File: src/rtl/tri_debug_muxn_trig.sv
// Trace-bus debug mux: group select, quarter rotate, per-quarter merge into the trace chain, pattern trigger.
// Latency: one cycle from inputs to trace_data_out / coretrace_ctrls_out.
// Backpressure: none; the output register holds its value while the trigger is in FROZEN.
module tri_debug_muxn_trig #(
  parameter int DBG_WIDTH      = 32,
  parameter int NUM_GROUPS     = 8,
  parameter int GRP_SEL_WIDTH  = 3,
  parameter int POST_CNT_WIDTH = 8
) (
  input  logic                             nclk,
  input  logic                             rst_n,
  input  logic [GRP_SEL_WIDTH-1:0]         grp_sel,
  input  logic [1:0]                       rot_sel,
  input  logic [3:0]                       lane_en,
  input  logic [NUM_GROUPS*DBG_WIDTH-1:0]  dbg_groups,
  input  logic [DBG_WIDTH-1:0]             trace_data_in,
  input  logic [3:0]                       coretrace_ctrls_in,
  input  logic                             trig_arm,
  input  logic [DBG_WIDTH-1:0]             trig_mask,
  input  logic [DBG_WIDTH-1:0]             trig_pattern,
  input  logic [POST_CNT_WIDTH-1:0]        trig_post_cnt,
  output logic [DBG_WIDTH-1:0]             trace_data_out,
  output logic [3:0]                       coretrace_ctrls_out,
  output logic                             trig_armed,
  output logic                             trig_fired
);

  // Quarter width. Bit numbering in the trace domain is big-endian (bit 0 is
  // the MSB); vectors here are declared [N-1:0], so trace bit k maps to
  // physical bit N-1-k. Quarter 0 is the most-significant byte lane and is
  // enabled by lane_en[3], group 0 sits in the top DBG_WIDTH bits of dbg_groups.
  localparam int QW = DBG_WIDTH / 4;
  localparam int HW = DBG_WIDTH / 2;

  typedef enum logic [1:0] {
    ST_IDLE   = 2'd0,
    ST_ARMED  = 2'd1,
    ST_POST   = 2'd2,
    ST_FROZEN = 2'd3
  } state_e;

  state_e                      state_q, state_d;
  logic [POST_CNT_WIDTH-1:0]   cnt_q, cnt_d;
  logic [DBG_WIDTH-1:0]        trace_q;
  logic [3:0]                  ctrls_q;

  logic [DBG_WIDTH-1:0]        sel;
  logic [DBG_WIDTH-1:0]        rot;
  logic [DBG_WIDTH-1:0]        merged;
  logic                        match;

  // Group select: pick group grp_sel out of the flattened bus.
  always_comb begin
    sel = '0;
    for (int g = 0; g < NUM_GROUPS; g++) begin
      if (grp_sel == GRP_SEL_WIDTH'(g)) begin
        sel = dbg_groups[(NUM_GROUPS-1-g)*DBG_WIDTH +: DBG_WIDTH];
      end
    end
  end

  // Quarter rotation: 11 -> left by W/4, 10 -> left by W/2, 01 -> left by 3W/4.
  always_comb begin
    rot = sel;
    unique case (rot_sel)
      2'b11:   rot = {sel[DBG_WIDTH-QW-1:0], sel[DBG_WIDTH-1:DBG_WIDTH-QW]};
      2'b10:   rot = {sel[HW-1:0],           sel[DBG_WIDTH-1:HW]};
      2'b01:   rot = {sel[QW-1:0],           sel[DBG_WIDTH-1:QW]};
      default: rot = sel;
    endcase
  end

  // Per-quarter merge: enabled lanes take the rotated group, others pass upstream data.
  always_comb begin
    merged = trace_data_in;
    for (int q = 0; q < 4; q++) begin
      if (lane_en[3-q]) begin
        merged[DBG_WIDTH-1-q*QW -: QW] = rot[DBG_WIDTH-1-q*QW -: QW];
      end
    end
  end

  // Trigger compare on the merged bus; masked-out bits never block a match.
  assign match = (((merged ^ trig_pattern) & trig_mask) == '0);

  // Trigger state and post-trigger counter registers.
  always_ff @(posedge nclk or negedge rst_n) begin
    if (!rst_n) begin
      state_q <= ST_IDLE;
      cnt_q   <= '0;
    end else begin
      state_q <= state_d;
      cnt_q   <= cnt_d;
    end
  end

  // Next-state logic; dropping trig_arm wins over match and countdown.
  always_comb begin
    state_d = state_q;
    cnt_d   = cnt_q;
    if (!trig_arm) begin
      state_d = ST_IDLE;
      cnt_d   = '0;
    end else begin
      unique case (state_q)
        ST_IDLE: begin
          state_d = ST_ARMED;
        end
        ST_ARMED: begin
          if (match) begin
            if (trig_post_cnt == '0) begin
              state_d = ST_FROZEN;
            end else begin
              // Post count is latched here only; later changes are ignored.
              cnt_d   = trig_post_cnt;
              state_d = ST_POST;
            end
          end
        end
        ST_POST: begin
          // The cycle with cnt_q==1 still loads the output register, so the
          // frozen value is the merged data N cycles after the match.
          cnt_d = cnt_q - POST_CNT_WIDTH'(1);
          if (cnt_q == POST_CNT_WIDTH'(1)) begin
            state_d = ST_FROZEN;
          end
        end
        ST_FROZEN: begin
          state_d = ST_FROZEN;
        end
        default: begin
          state_d = ST_IDLE;
          cnt_d   = '0;
        end
      endcase
    end
  end

  // Output register: track the merged bus except while frozen for capture.
  always_ff @(posedge nclk or negedge rst_n) begin
    if (!rst_n) begin
      trace_q <= '0;
      ctrls_q <= '0;
    end else if (state_q != ST_FROZEN) begin
      trace_q <= merged;
      ctrls_q <= coretrace_ctrls_in;
    end
  end

  assign trace_data_out      = trace_q;
  assign coretrace_ctrls_out = ctrls_q;
  assign trig_armed          = (state_q == ST_ARMED) || (state_q == ST_POST);
  assign trig_fired          = (state_q == ST_FROZEN);

endmodule

File: config.mk
export PLATFORM = sky130hd
export DESIGN_NAME = tri_debug_muxn_trig
export DESIGN_NICKNAME = d
export VERILOG_FILES = /design/src/rtl/tri_debug_muxn_trig.sv
export SDC_FILE = /design/constraint.sdc
export NUM_CORES = 1
export LEC_CHECK = 0
export BUFFER_PORTS_ARGS = -buffer_cell sky130_fd_sc_hd__buf_4
export CORE_AREA = 2 2 161 163
export DETAILED_ROUTE_END_ITERATION = 7
export DIE_AREA = 0 0 163 165
export SLEW_MARGIN = 15
export SYNTH_ARGS = -nofsm -noshare
export SYNTH_HDL_FRONTEND = slang
export SYNTH_SLANG_ARGS = --single-unit
File: constraint.sdc
create_clock -name nclk -period 2.47 [get_ports nclk]
set_input_delay 0.3705 -clock nclk [delete_from_list [all_inputs] [get_ports nclk]]
set_output_delay 0.3705 -clock nclk [all_outputs]
set_load 0.03 [all_outputs]
Word level (Yosys, flattened, before mapping). Cells that the tools add are included.

ROM bits: 0. Memories kept: 0. Bits in writable memories: 0. Register bits after elaboration: 46. Output and inout bits: 38. Bits in latches: 0.

Equality and inequality tests: 19. Divide/modulo/power cells: 0. Reduce and logical (&&, ||, !) cells: 7. $lt $le $gt $ge: 0. Muxes and demuxes: 22. Add/sub/neg operators: 1. Bitwise operators: 2. Multipliers: 0. Shifts and indexed selects: 0.

Operators with widths (number): $mux W32 (8); $pmux W32 S3 (1); $mux W8 (7); $and A32 B32 Y32 (1); $logic_not A32 Y1 (1); $xor A32 B32 Y32 (1); $pmux W8 S2 (1); $eq A3 B3 Y1 const B (4); $ne A3 B3 Y1 const B (3); $eq A2 B2 Y1 const B (4); $eq A8 B1 Y1 const B (1); $logic_not A8 Y1 (1); $pmux W2 S4 (1); $sub A8 B1 Y8 const B (1); $eq A3 B2 Y1 const B (2); $mux W2 (3); $eq A2 B1 Y1 const B (2); $eq A3 B1 Y1 const B (1); $logic_not A3 Y1 (1); $ne A3 B1 Y1 const B (1); $reduce_and A3 Y1 (1); $logic_not A2 Y1 (1); $ne A2 B2 Y1 const B (1); $reduce_and A2 Y1 (1); 2 further kinds (2).

Logic depth before layout (Yosys ltp). Gate-level depths: netlist of run 1.

Depth in word-level cells: 17. Mapped depth: 18. Gate-level depth less buffers: 12.

Worst setup path before layout of run 1. No wires, ideal clock.

Path kind: input port to flip-flop. Start point: input grp_sel[1]. End point: register cnt_q[3]. Path slack: -1208 ps. Cell stages on the path: 16. Data arrival time: 3552 ps. Required time: 2344 ps. Library setup time: 126 ps. Path through: buf_4 -> buf_12 -> buf_12 -> nor2b_1 -> buf_4 -> a22oi_1 -> a21oi_1 -> a211oi_2 -> o2bb2ai_1 -> a2111oi_0 -> nand4_1 -> a2111oi_4 -> o2111ai_4 -> nor2_1 -> a21oi_1 -> a311o_1.

Word-level cells in the longest chain between the ends: 16. Elaborated cells on any way between the ends: 26. Classes of those cells: eq/ne (8); mux (13); bitwise (2); reduce/logical (3).

Ends and longest elaborated chain: start: declaration (line 12) `input logic [GRP_SEL_WIDTH-1:0] grp_sel,`; $logic_not A3 Y1 (line 56) `if (grp_sel == GRP_SEL_WIDTH'(g)) begin`; $mux W32 (7 in series) (line 56); $mux W32 * (line 56); $pmux W32 S3 * (line 65) `unique case (rot_sel)`; $mux W8 (line 77) `if (lane_en[3-q]) begin`; $xor A32 B32 Y32 * (line 84) `assign match = (((merged ^ trig_pattern) & trig_mask) == '0);`; $and A32 B32 Y32 * (line 84); $logic_not A32 Y1 * (line 84); $ne A3 B3 Y1 (no line) *; $reduce_and A3 Y1 (no line) *; end signal: assignment (line 93) `cnt_q <= cnt_d;`; end: declaration (line 43) `logic [POST_CNT_WIDTH-1:0] cnt_q, cnt_d;`.

Every way passes the cells marked *; elsewhere a longest branch is shown, timed or not. A chain may end at the register's enable or synchronous reset.

Worst setup path after layout of run 1.
Start point: input grp_sel[1]. End point: register cnt_q[4].

The elaborated chain is that of the path after synthesis.

==> results.md, run 1 <==
Floorplanning:
- The die height is 165 um.
- The floorplan step defined a core boundary enclosing 25,040 um2.
- The die covers 26,900 um2.
- In this run the count of I/O pins placed on the die edge is 414.
- The number of rows created at floorplan is 58.
- The width of the die is 163 um.
- The starting utilization of the core area is 0.2984.

Clock network:
- The TritonCTS clock tree is yes.
- The buffer type at the clock tree root is clkbuf_16.
- The number of buffers created by CTS is 5.
- At the later pin of the worst-skew pair, clock insertion delay measures 0.30 ns.
- After clock tree synthesis, the flow added hold-fix buffers numbering 0.
- Clock-pin slew was measured on the worst setup and hold paths at 0.06 ns.
- The H-tree was split into 2 levels.
- The number of sinks on the clock net is 46.
- The number of buffers between clock root and the deepest sink is 2.

Placement:
- The count of port buffers added during placement is 413.
- The post-detailed-placement half-perimeter wirelength is 39,300 um.
- At the end of routability-driven placement, the weighted congestion stood at 0.9933.
- The placed instance area is 13,010 um2.

Synth:
- In this run the cell area of the synthesized design comes to 7471 um2.
- The count of unique library cells instantiated by Yosys is 90.
- The number of nets handed over by synthesis was 1,336.
- Synthesis produced 954 cells.
- The synthesized area divided by synthesized cell count is 7.831 um2.
- Counting flops and latches in the post-synthesis netlist gives 46.
- By area the synthesized netlist is led by dfrtp_1 (15%), mux2i_1 (14%), nand2_1 (4.8%), a21oi_1 (3.9%), a22oi_1 (3.2%).
- The number of synthesized flops with an enable pin is 0.
- For this run, the number of Yosys warnings is 0.
- By count the netlist is led by mux2i_1 (102), nand2_1 (96), a21oi_1 (58).
- The most common cell in the synthesized netlist is mux2i_1.
- The async set-reset flop share out of synthesis is 1.000.
- Of the post-synthesis cell area, the dominant cell type holds 0.1541.
- The prevailing post-synth register cell is dfrtp_1.
- Of all cell types, the one taking the most synthesized area is dfrtp_1.
- For this run, the register share of the synthesized area comes to 0.1541.

Critical path:
- For flop-to-flop paths, the worst setup slack is 0.25 ns.
- The setup path with the least slack is of type input port to flip-flop.
- At the worst endpoint, the required time is 2.64 ns.
- The worst register-to-register path has a depth of 8.
- The sort of element at the end of the critical path is a flip-flop.
- The critical path data arrival time is 3.71 ns.
- The kind of start point of the critical path is an input port.
- The start of the worst register-to-register path is state_q[1].
- The worst reg2reg path endpoint is cnt_q[4].
- In this run the worst path has a maximum fanout of 6.

Timing:
- Of the available clock period, the critical path in the final layout requires 1.436.
- Setup repair after global routing could not meet its margin everywhere.
- Headroom to the max-slew limit came out at 0.5847.
- For the finished layout, the period the worst path requires is 3.547 ns.
- At the pin with the least slew margin, the transition time is 0.6229 ns.
- The number of setup violations in the final report is 10.
- Derived from the worst setup path, the maximum achievable clock frequency is 281.9 MHz.
- The number of endpoints with negative hold slack in the final report was 0.
- The max-slew violation count came to 0.
- After layout, the worst setup slack is -1.077 ns.
- The final worst clock skew is 0.004659 ns.

Drt:
- For this run, the detailed router's first-pass iteration total came to 5.
- The first routing iteration left 910 violations.
- The routed length per placed instance is 23.63 um.
- The residual DRC count is 0.
- The detail route stage leaves a number of antenna-violating nets equal to 0.
- The number of vias per cell is 5.628.
- The total detailed-routing wirelength is 46,670 um.
- The detailed router placed 11,120 vias in this run.

Finish:
- The layout cell share with drive strength beyond 1 is 0.5392.
- The area growth from synthesis to layout is 88.24%.
- The core occupancy in the finished layout is 0.5617.
- The layout has 2,449 filler cells.
- After the last flow step, the layout net total stands at 2,027.
- After routing the design area is 14,060 um2.
- The repair_antennas step left the layout with diodes totalling 0.

GRT:
- In the global route stage, overall resource usage came out at 0.3348.
- The number of antenna violations at the first check in global routing is 0.
- The global-route wire length before repair is 67,190 um.
- Summed over all layers, the global routing overflow is 0.
- The largest net degree at the start of global routing is 47.
- The number of global-route vias before repair was 11,260.

Outcome:
- The final reports fail on negative setup slack.
- The run finished, with violations left.

Hold path:
- The tightest min-delay check is of the input port to async pin type.

Job:
- The tool flagged a number of max-cap violations equal to 0.

Power:
- For this design the ratio of total power to cell area is 425.9 nW/um2.
- The analysis attributes to cell leakage a power of 6.759 nW.
- The worst ir drop on vdd is 0.3517 mV.
==> registers in the layout, indices dropped and copies added (netlist names) <==
name	flops
cnt_q	8
coretrace_ctrls_out	4
state_q	2
trace_data_out	32
==> logic make-up (layout without fill, tap and decap cells) <==
kind of cell | Yosys count | count (layout) | synth area share
flops | 46 | 46 | 0.1541
simple gates | 339 | 339 | 0.2363
buf+inv | 103 | 794 | 0.07352
compound gates | 318 | 318 | 0.3224
xor+xnor | 13 | 13 | 0.01524
mux | 129 | 129 | 0.1884
fa+ha+maj | 6 | 6 | 0.01005
==> worst max-delay path by stage <==
stage / start / end / slack, ns / depth (start not counted)
global route: grp_sel[1] / cnt_q[4] / -1.23 / 19
global placement: grp_sel[0] / cnt_q[4] / -1.80 / 16
CTS: grp_sel[1] / cnt_q[4] / -1.07 / 17
detailed placement: grp_sel[1] / cnt_q[4] / -1.79 / 16
floorplan: grp_sel[1] / cnt_q[0] / -1.08 / 17
finish: grp_sel[1] / cnt_q[4] / -1.08 / 18
==> layout make-up <==
type	count	area, um2	area share
clock inverters	2	10.01	0.0007117
well taps	330	412.9	0.02936
flip-flops and latches	46	1151	0.08185
inverters	30	112.6	0.008007
clock buffers	5	125.1	0.008897
repair buffers	757	6022	0.4282
multi-input cells	805	6230	0.4430
==> timing repair <==
action,4_1_cts,5_1_grt
resized for setup,98,30
cloned,2,1
pin swaps,42,23
setup buffers,29,2
endpoints found under the setup margin,14,17
==> placed cells by master (no fill, tap or decap), types with 10 or more instances in the layout <==
cell type | synthesis | routed
a211oi_2 | 3 | 10
a21o_1 | 11 | 11
a21oi_1 | 58 | 55
a22oi_1 | 32 | 28
a31oi_1 | 18 | 17
and3_1 | 15 | 15
buf_12 | 3 | 13
buf_4 | 11 | 720
buf_6 | 5 | 15
dfrtp_1 | 46 | 46
inv_1 | 27 | 27
mux2_2 | 19 | 19
mux2i_1 | 102 | 98
nand2_1 | 96 | 94
nand2b_1 | 19 | 19
nand3_1 | 43 | 39
nand3b_1 | 15 | 15
nand4_1 | 17 | 17
nor2_1 | 53 | 49
nor3_1 | 17 | 16
nor4_1 | 10 | 10
o211ai_1 | 13 | 13
o21ai_0 | 31 | 25
==> routing by layer <==
metal	vias up	share of wire	GRT usage
met1	5369	0.42	0.4421
met3	82	0.084	0.06730
met4	0	0.030	0.1022
met5	-	0	0
li1	5120	-	-
met2	544	0.46	0.5507
==> metrics by stage <==
stage / setup slack, ns / setup TNS (ns) / instances / hold slack (ns) / power, mW
after floorplan: -1.080 / -10.04 / 954 / 0.07491 / 2.969
after global placement: -1.795 / -22.00 / 1935 / 0.4209 / 4.850
after detailed placement: -1.792 / -22.31 / 1935 / 0.4277 / 4.857
after CTS: -1.071 / -10.17 / 1972 / 0.1112 / 5.905
after global routing: -1.227 / -11.79 / 1975 / 0.1307 / 6.317
final: -1.077 / -10.24 / 1975 / 0.08426 / 5.990
==> critical path: stages <==
cell      delay [ns]
buf_12          0.12
buf_8           0.13
buf_6           0.11
mux2_4          0.28
a221o_1         0.34
a32oi_4         0.23
buf_12          0.16
buf_6           0.10
nand2_4         0.05
nand3b_1        0.08
mux2i_1         0.09
a221oi_2        0.34
nand4_1         0.19
or3b_4          0.46
o21ai_4         0.23
buf_12          0.15
mux2i_1         0.18
a21oi_1         0.08
==> power breakdown <==
| part | internal [mW] | total (mW) | switching [mW] |
|---|---|---|---|
| Clock | 0.366 | 0.665 | 0.299 |
| Combinational | 2.03 | 4.21 | 2.18 |
| Sequential | 0.959 | 1.11 | 0.156 |
(Power assumes the default switching activity.)
==> run 2: changes to the inputs <==
--- a/config.mk
+++ b/config.mk
@@ -6,9 +6,11 @@
 export NUM_CORES = 1
 export LEC_CHECK = 0
 export BUFFER_PORTS_ARGS = -buffer_cell sky130_fd_sc_hd__buf_4
-export CORE_AREA = 2 2 161 163
+export CORE_AREA = 2 2 162 164
+export CTS_CLUSTER_DIAMETER = 120
 export DETAILED_ROUTE_END_ITERATION = 7
-export DIE_AREA = 0 0 163 165
+export DIE_AREA = 0 0 164 166
+export SETUP_SLACK_MARGIN = 0.02
 export SLEW_MARGIN = 15
 export SYNTH_ARGS = -nofsm -noshare
 export SYNTH_HDL_FRONTEND = slang
==> run 2 against run 1 <==
Effect of this change: the run still ends with negative setup slack left; first-iteration DRC count rose by 11%; routed wire length fell by 0.58%; clock power rose by 23%; global-route usage fell by 0.97 points; sequential power barely moved; sequential share of layout area barely moved; critical path type unchanged; critical endpoint is now cnt_q[0].
==> results.md, run 2 (synthesis results as in run 1) <==
Critical path:
- The top fanout value on the critical path is 10 (+4).
- The start of the worst register-to-register path is state_q[1].
- The required time at the worst-slack endpoint is 2.67 ns (+0.03 ns).
- The critical path data arrival time is 3.81 ns (+0.10 ns).
- The worst reg2reg path depth is 8 (unchanged).
- The endpoint identified for the worst register-to-register timing path is cnt_q[0].
- The kind of start point of the critical path is an input port.
- The critical path class is input port to flip-flop.
- The sort of element at the end of the critical path is a flip-flop.
- The worst setup slack for register-to-register paths is 0.34 ns (+0.09 ns).

Drt:
- The total detailed-routing wirelength came to 46,400 um (-0.58%).
- The routed length per placed instance is 23.51 um (-0.53%).
- The residual DRC count is 0 (unchanged).
- The number of DRC markers in iteration 0 is 1,014 (+11%).
- The post-route antenna net violation count is 0 (unchanged).
- The number of vias per cell is 5.527 (-1.8%).
- The via count is 10,910 (-1.8%).
- The detailed-router iteration count before antenna repair is 5 (unchanged).

Clock network:
- The number of buffers created by CTS is 5 (unchanged).
- The number of levels in the clock H-tree is 2 (unchanged).
- The number of buffers between clock root and the deepest sink came to 2 (unchanged).
- TritonCTS built the clock tree.
- The number of sinks on the clock net is 46 (unchanged).
- The buffer type at the clock tree root is clkbuf_16.
- The clock-pin slew of the registers on the worst-case setup and hold paths is 0.07 ns (about the same).
- The number of hold-repair buffers added at the cts stage is 0 (unchanged).
- The source-to-sink clock delay at the later pin of the worst-skew pair is 0.29 ns (about the same).

Timing:
- The worst-margin pin slew was 0.6788 ns (+0.05586 ns).
- The slack of the critical path came to -1.141 ns (-0.06409 ns).
- The max-slew violation count is 0 (unchanged).
- Setup repair after global routing could not meet its margin everywhere.
- The number of endpoints with negative hold slack in the final report came to 0 (unchanged).
- The setup TNS is -10.79 ns (-0.5480 ns).
- The final worst clock skew was 0.005223 ns (+0.0005641 ns).
- The highest clock rate was 276.9 MHz (-1.8%).
- The number of setup violations in the final report is 10 (unchanged).
- The worst relative slew slack is 0.5470 (-0.03773).
- The post-route clock period utilization is 1.462 (+0.02595).
- The minimum clock period was 3.611 ns (+0.06409 ns).

Finish:
- The layout cell share with drive strength beyond 1 was 0.5430 (+0.003804).
- In the layout the commonest cells are buf_4 (722), mux2i_1 (96), nand2_1 (94).
- The core occupancy in the finished layout is 0.5499 (-0.01182).
- The number of flip-flops in the largest register was 32 (unchanged).
- The final design instance area without fill is 14,090 um2 (+0.16%).
- The net count of the finished layout came to 2,021 (-0.30%).
- The number of antenna cells inserted came to 0 (unchanged).
- The most common cell after layout, fill and taps aside is buf_4.
- The area growth from synthesis to layout is 88.54%.

Power:
- The leakage component of the power is 6.724 nW (-0.52%).
- The ratio of total power to cell area is 431.3 nW/um2 (+1.3%).
- The sequential group share of total power is 0.183 (-0.003).
- The switching power is 2.649 mW (+0.40%).
- The worst ir drop on vdd is 0.4470 mV (+27%).
- The clock share of power is 0.134 (+0.023).
- The overall power came to 6.075 mW (+1.4%).
- The internal power contribution is 3.426 mW (+2.2%).
- The proportion of total power due to net switching is 0.4361 (-0.004492).
- The combinational share of power is 0.683 (-0.020).

Floorplanning:
- The die outline area is 27,220 um2 (+1.2%).
- The width of the die is 164 um (+0.61%).
- The starting utilization of the core area is 0.2917 (-0.006748).
- The number of rows created at floorplan came to 59 (+1.7%).
- The count of boundary I/O pins is 414 (unchanged).
- The floorplan core area is 25,620 um2 (+2.3%).
- The die height is 166 um (+0.61%).

Placement:
- The routability congestion estimate from global placement is 0.9833 (-1.0%).
- The count of port buffers added during placement was 413 (unchanged).
- The post-detailed-placement half-perimeter wirelength is 38,950 um (-0.89%).
- The placed instance area is 13,040 um2 (+0.22%).

GRT:
- The total global-route track usage is 0.3251 (-0.009709).
- The number of antenna violations at the first check in global routing is 0 (unchanged).
- The global-route wire length before repair is 66,650 um (-0.81%).
- The aggregate global routing overflow was 0 (unchanged).
- The largest net degree at the start of global routing is 47 (unchanged).
- The number of global-route vias before repair is 10,920 (-3.0%).

Outcome:
- The checks that failed: negative setup slack.
- The flow ran to the end, but the final reports show violations.

Hold path:
- The type of the tightest min-delay check is input port to async pin.

Job:
- The max-cap check violation count is 0 (unchanged).
run 2: cell count changes in the layout (fill, tap and decap cells not counted), moves of 3 or more:
cell       delta
nor2_4        +4
a221oi_2      +3
buf_6         -5
a2bb2oi_2     +5
a2bb2oi_1     -5
nor2_1        -4
run 2: cell type report:
type | instances | area (um2)
clock buffer | 6 | 138.9
clock inverter | 1 | 30.03
fill | 2481 | 11530
inverter | 30 | 112.6
multi-input combinational | 805 | 6326
sequential | 46 | 1151
tap | 335 | 419.2
timing repair buffer | 751 | 5908
run 2: routing by layer:
metal / routed length [um] / GRT usage / part of all wire / up-vias
li1: - / - / - / 5106
met1: 20590 / 0.4588 / 0.44 / 5223
met2: 21210 / 0.5216 / 0.46 / 517
met3: 3579 / 0.04995 / 0.077 / 65
met4: 1026 / 0.07170 / 0.022 / 0
met5: 0 / 0 / 0 / -
run 2: power by group through the flow:
stage | sequential, mW | clock, mW | combinational, mW
detailed placement | 1.12 | 0 | 3.74
global route | 1.14 | 0.857 | 4.39
floorplan | 1.40 | 0 | 1.57
global placement | 1.12 | 0 | 3.73
finish | 1.11 | 0.815 | 4.15
CTS | 1.11 | 0.827 | 3.89
run 2: what timing repair did:
item                       in CTS  in global routing
hold endpoints to repair        0                  0
setup buffers                   7                 17
gates resized for setup        47                 91
setup endpoints to repair      11                 19
gates cloned                    1                  1
pin swaps                      18                 29
run 2: worst max-delay path by stage:
stage / from / slack, ns / to
after global routing: grp_sel[1] / -1.29 / cnt_q[0]
final: grp_sel[1] / -1.14 / cnt_q[0]
after floorplan: grp_sel[1] / -1.08 / cnt_q[0]
after CTS: grp_sel[1] / -1.13 / cnt_q[0]
after detailed placement: grp_sel[2] / -1.85 / cnt_q[0]
after global placement: grp_sel[2] / -1.85 / cnt_q[4]
run 2: worst max-delay path, cell delays in order:
cell      delay (ns)
buf_12          0.11
buf_12          0.13
buf_12          0.13
buf_12          0.14
buf_8           0.13
mux2i_1         0.11
a21oi_1         0.21
nand3_1         0.16
buf_4           0.18
a32o_2          0.23
a32oi_2         0.22
nand4_1         0.19
a221oi_2        0.24
nand4_1         0.19
or3b_4          0.46
o21ai_4         0.16
buf_12          0.14
o21ai_2         0.06
a221oi_2        0.24
run 2: through the flow:
step                      hold WS, ns  setup WS (ns)  std cells
after global routing           0.1562         -1.285       1974
after detailed placement       0.4409         -1.847       1943
final                         0.09076         -1.141       1974
after global placement         0.4357         -1.851       1943
after floorplan               0.07491         -1.080        954
after CTS                      0.1260         -1.129       1958
==> run 3: changes to the inputs <==
--- a/config.mk
+++ b/config.mk
@@ -5,11 +5,13 @@
 export SDC_FILE = /design/constraint.sdc
 export NUM_CORES = 1
 export LEC_CHECK = 0
+export ABC_AREA = 1
 export BUFFER_PORTS_ARGS = -buffer_cell sky130_fd_sc_hd__buf_4
-export CORE_AREA = 2 2 162 164
+export CAP_MARGIN = 20
+export CORE_AREA = 2 2 161 163
 export CTS_CLUSTER_DIAMETER = 120
 export DETAILED_ROUTE_END_ITERATION = 7
-export DIE_AREA = 0 0 164 166
+export DIE_AREA = 0 0 163 165
 export SETUP_SLACK_MARGIN = 0.02
 export SLEW_MARGIN = 15
 export SYNTH_ARGS = -nofsm -noshare
==> run 3 against run 2 <==
Effect of this change: the run still ends with negative setup slack left; routed wire length fell by 16%; maximum frequency up 31%; clock skew about the same; clock-buffer cell count down 1; final area shrank 17%; critical path depth increased by 5; global-route usage is 4.7 points lower; sequential share of layout area is 1.6 points higher; worst hold slack gained 0.011 ns; area after synthesis shrank 12%.
==> results.md, run 3 <==
Timing:
- The post-route clock period utilization is 1.115 (-0.3467).
- The max-slew violation count is 0 (unchanged).
- The worst relative slew slack was 0.5369 (-0.01008).
- Setup repair after global routing could not meet its margin everywhere.
- The setup TNS is -2.759 ns (+8.034 ns).
- The slack of the critical path is -0.2847 ns (+0.8564 ns).
- The worst-margin pin slew is 0.6859 ns (+0.007143 ns).
- The highest clock rate was 363.0 MHz (+31%).
- The number of endpoints with negative hold slack in the final report is 0 (unchanged).
- The final worst clock skew came to 0.005181 ns (-0.00004255 ns).
- The worst-case hold slack is 0.1020 ns (+0.01127 ns).
- The minimum clock period is 2.755 ns (-0.8564 ns).
- The number of setup violations in the final report is 10 (unchanged).

Floorplanning:
- The die height is 165 um (-0.60%).
- The floorplan core area came to 25,040 um2 (-2.3%).
- The width of the die was 163 um (-0.61%).
- The starting utilization of the core area is 0.2632 (-0.02848).
- The number of rows created at floorplan came to 58 (-1.7%).
- The die outline area is 26,900 um2 (-1.2%).
- The count of boundary I/O pins is 414 (unchanged).

Finish:
- The count of placed standard cells in the final layout, fillers left out is 2,085 (+5.6%).
- The final design instance area without fill is 11,750 um2 (-17%).
- The net count of the finished layout is 2,135 (+5.6%).
- Leaving out fill and tap cells, the most frequent cells in the layout are buf_4 (525), nand2_1 (389), nand3_1 (175).
- The layout cell share with drive strength beyond 1 came to 0.3951 (-0.1479).
- The number of flip-flops in the largest register is 32 (unchanged).
- The most common cell after layout, fill and taps aside is buf_4.
- The fill cell instance count of the final layout is 2,721 (+9.7%).
- The core occupancy in the finished layout is 0.4694 (-0.08053).
- The area growth from synthesis to layout is 78.35%.

Synth:
- The number of synthesized flops with an enable pin is 0 (unchanged).
- The register bit total from synthesis is 46 (unchanged).
- By count the netlist is led by nand2_1 (434), nand3_1 (196), nor2_1 (128).
- The combined area of all synthesized cells was 6589 um2 (-12%).
- The post-synthesis sequential area ratio was 0.1747 (+0.02063).
- The count of unique library cells instantiated by Yosys was 36 (-60%).
- Sorting the synthesized cells by area gives the leading types as nand2_1 (25%), dfrtp_1 (17%), nand3_1 (15%), nand4_1 (7.4%), nor2_1 (7.3%).
- The synthesized area divided by synthesized cell count came to 5.263 um2 (-33%).
- The synthesized netlist net count was 1,634 (+22%).
- The library cell occupying the most area in the post-synthesis netlist is nand2_1.
- The yosys synthesis warning count is 0 (unchanged).
- The top-area cell type share of the netlist area is 0.2472 (+0.09317).
- By instance count, the leading cell after synthesis is nand2_1.
- The async set-reset flop share out of synthesis was 1.000 (unchanged).
- The prevailing post-synth register cell is dfrtp_1.
- The post-synthesis cell count was 1,252 (+31%).

Clock network:
- The number of hold-repair buffers added at the cts stage is 0 (unchanged).
- The number of buffers between clock root and the deepest sink was 2 (unchanged).
- The number of buffers created by CTS is 5 (unchanged).
- The number of levels in the clock H-tree was 2 (unchanged).
- The number of sinks on the clock net is 46 (unchanged).
- The TritonCTS clock tree is yes.
- The clock-pin slew of the registers on the worst-case setup and hold paths came to 0.07 ns (about the same).
- The source-to-sink clock delay at the later pin of the worst-skew pair is 0.29 ns (about the same).
- The cell sitting at the root of the clock tree is a clkbuf_16.

Placement:
- The worst-case setup slack after placement is -0.8508 ns (+0.9961 ns).
- The routability congestion estimate from global placement was 0.9968 (+1.4%).
- The number of placed instances with taps included is 2,047 (+5.4%).
- The count of port buffers added during placement is 413 (unchanged).
- The placed instance area is 10,870 um2 (-17%).
- The post-detailed-placement half-perimeter wirelength is 32,220 um (-17%).

Drt:
- The number of DRC markers in iteration 0 is 856 (-16%).
- The number of vias per cell is 5.017 (-9.2%).
- In this run the top signal layer used is met4.
- The routed length per placed instance came to 18.65 um (-21%).
- The total detailed-routing wirelength was 38,880 um (-16%).
- The residual DRC count is 0 (unchanged).
- The routed wire length on met3 is 3075 um (-14%).
- The length of routed met2 wiring is 17,670 um (-17%).
- The via count was 10,460 (-4.1%).
- The post-route antenna net violation count was 0 (unchanged).
- The routed metal-1 wire length was 16,570 um (-20%).
- The detailed-router iteration count before antenna repair is 8 (+3).

Critical path:
- Grouping stages by cell kind, the critical path spends the most delay in simple AND/OR/NAND/NOR gates.
- The critical path goes through buf_12, inv_8, buf_4, nor3_2, nand2_1, nand3_1, nor2_1, nand4_1, nand3_1, nand2_1, nor2_2, nand2_2, nand2_2, nand2_1, nand3_1, nand2_1, nor2_2, nand2_2, nor2_2, nand2_2, nand3_4, nand2_4, nand2_1, nand2_1.
- STA classifies the critical path endpoint as a flip-flop.
- The kind of start point of the critical path is an input port.
- The cell that appears most often on the critical path is nand2_1.
- The top fanout value on the critical path is 13 (+3).
- The required time at the worst-slack endpoint is 2.65 ns (-0.02 ns).
- The slowest stage of the critical path is the nand4_1 cell.
- The critical path data arrival time is 2.94 ns (-0.87 ns).
- The largest stage delay on the critical path is 0.22 ns (-0.24 ns).
- The buffers plus inverters on the worst setup path was 3 (-4).
- The critical path class is input port to flip-flop.

Job:
- The max-cap check violation count was 0 (unchanged).

Power:
- The worst ir drop on vdd is 0.4752 mV (+6.3%).
- The leakage component of the power is 6.428 nW (-4.4%).
- The overall power is 5.192 mW (-15%).
- The ratio of total power to cell area is 441.8 nW/um2 (+2.4%).

Hold path:
- The tightest min-delay check is of the input port to async pin type.

GRT:
- The number of global-route vias before repair is 9,916 (-9.2%).
- The largest net degree at the start of global routing is 47 (unchanged).
- The global-route wire length before repair is 56,360 um (-15%).
- The total global-route track usage is 0.2779 (-0.04727).
- The aggregate global routing overflow is 0 (unchanged).
- The number of antenna violations at the first check in global routing was 2 (+2).

Outcome:
- The flow ran to the end, but the final reports show violations.
- The checks that failed: negative setup slack.
==> run 3: final cells by class <==
type / count / area (um2) / share of cell area
Tap cell: 330 / 412.9 / 0.03514
Clock inverter: 3 / 21.27 / 0.001810
Inverter: 126 / 513.0 / 0.04365
Timing Repair Buffer: 557 / 4484 / 0.3816
Sequential cell: 46 / 1151 / 0.09796
Multi-Input combinational cell: 1016 / 5037 / 0.4287
Clock buffer: 5 / 125.1 / 0.01065
Timing Repair inverter: 1 / 3.754 / 0.0003194
Antenna cell: 1 / 2.502 / 0.0002129
==> run 3: path summary, 6_finish.rpt <==
check	from	to	slack [ns]	cells past startpoint
setup reg to reg	state_q[0]	cnt_q[3]	0.47	7
setup / recovery	grp_sel[0]	cnt_q[3]	-0.28	24
min in group nclk	coretrace_ctrls_in[1]	coretrace_ctrls_out[1]	0.27	3
max in group asynchronous	rst_n	trace_data_out[6]	1.93	1
hold reg to reg	trace_data_out[7]	trace_data_out[7]	0.49	2
hold / removal	rst_n	cnt_q[7]	0.10	1
==> run 3: kinds of logic after synthesis <==
family / share of synthesized area
AND/OR/NAND/NOR: 0.6094
adder cells (fa/ha/maj): 0.01139
AO/OA/AOI/OAI: 0.09229
flip-flops: 0.1747
buffers and inverters: 0.1122
==> run 3: what timing repair did <==
action	in CTS	in global routing
endpoints found under the setup margin	10	10
gates cloned	4	0
endpoints found under the hold margin	0	0
setup buffers	12	13
resized for setup	70	68
pin swaps	31	40
==> run 3: metal layers <==
layer,vias to the layer above,track usage
li1,5118,-
met1,4789,0.3752
met2,471,0.4447
met3,83,0.04495
met4,0,0.1054
met5,-,0
==> run 3: worst reg2reg max path: cells and delay by family, from the launching register on <==
| kind | cells | cell delay (ns) |
|---|---|---|
| fa+ha+maj | 1 | 0.42 |
| compound gates | 1 | 0.33 |
| buf+inv | 2 | 0.44 |
| flops | 1 | 0.39 |
| simple gates | 3 | 0.36 |
==> run 3: power by group <==
group	internal, mW	switching (mW)
clock	0.375	0.310
sequential	0.995	0.178
combinational	1.41	1.92
total	2.78	2.41
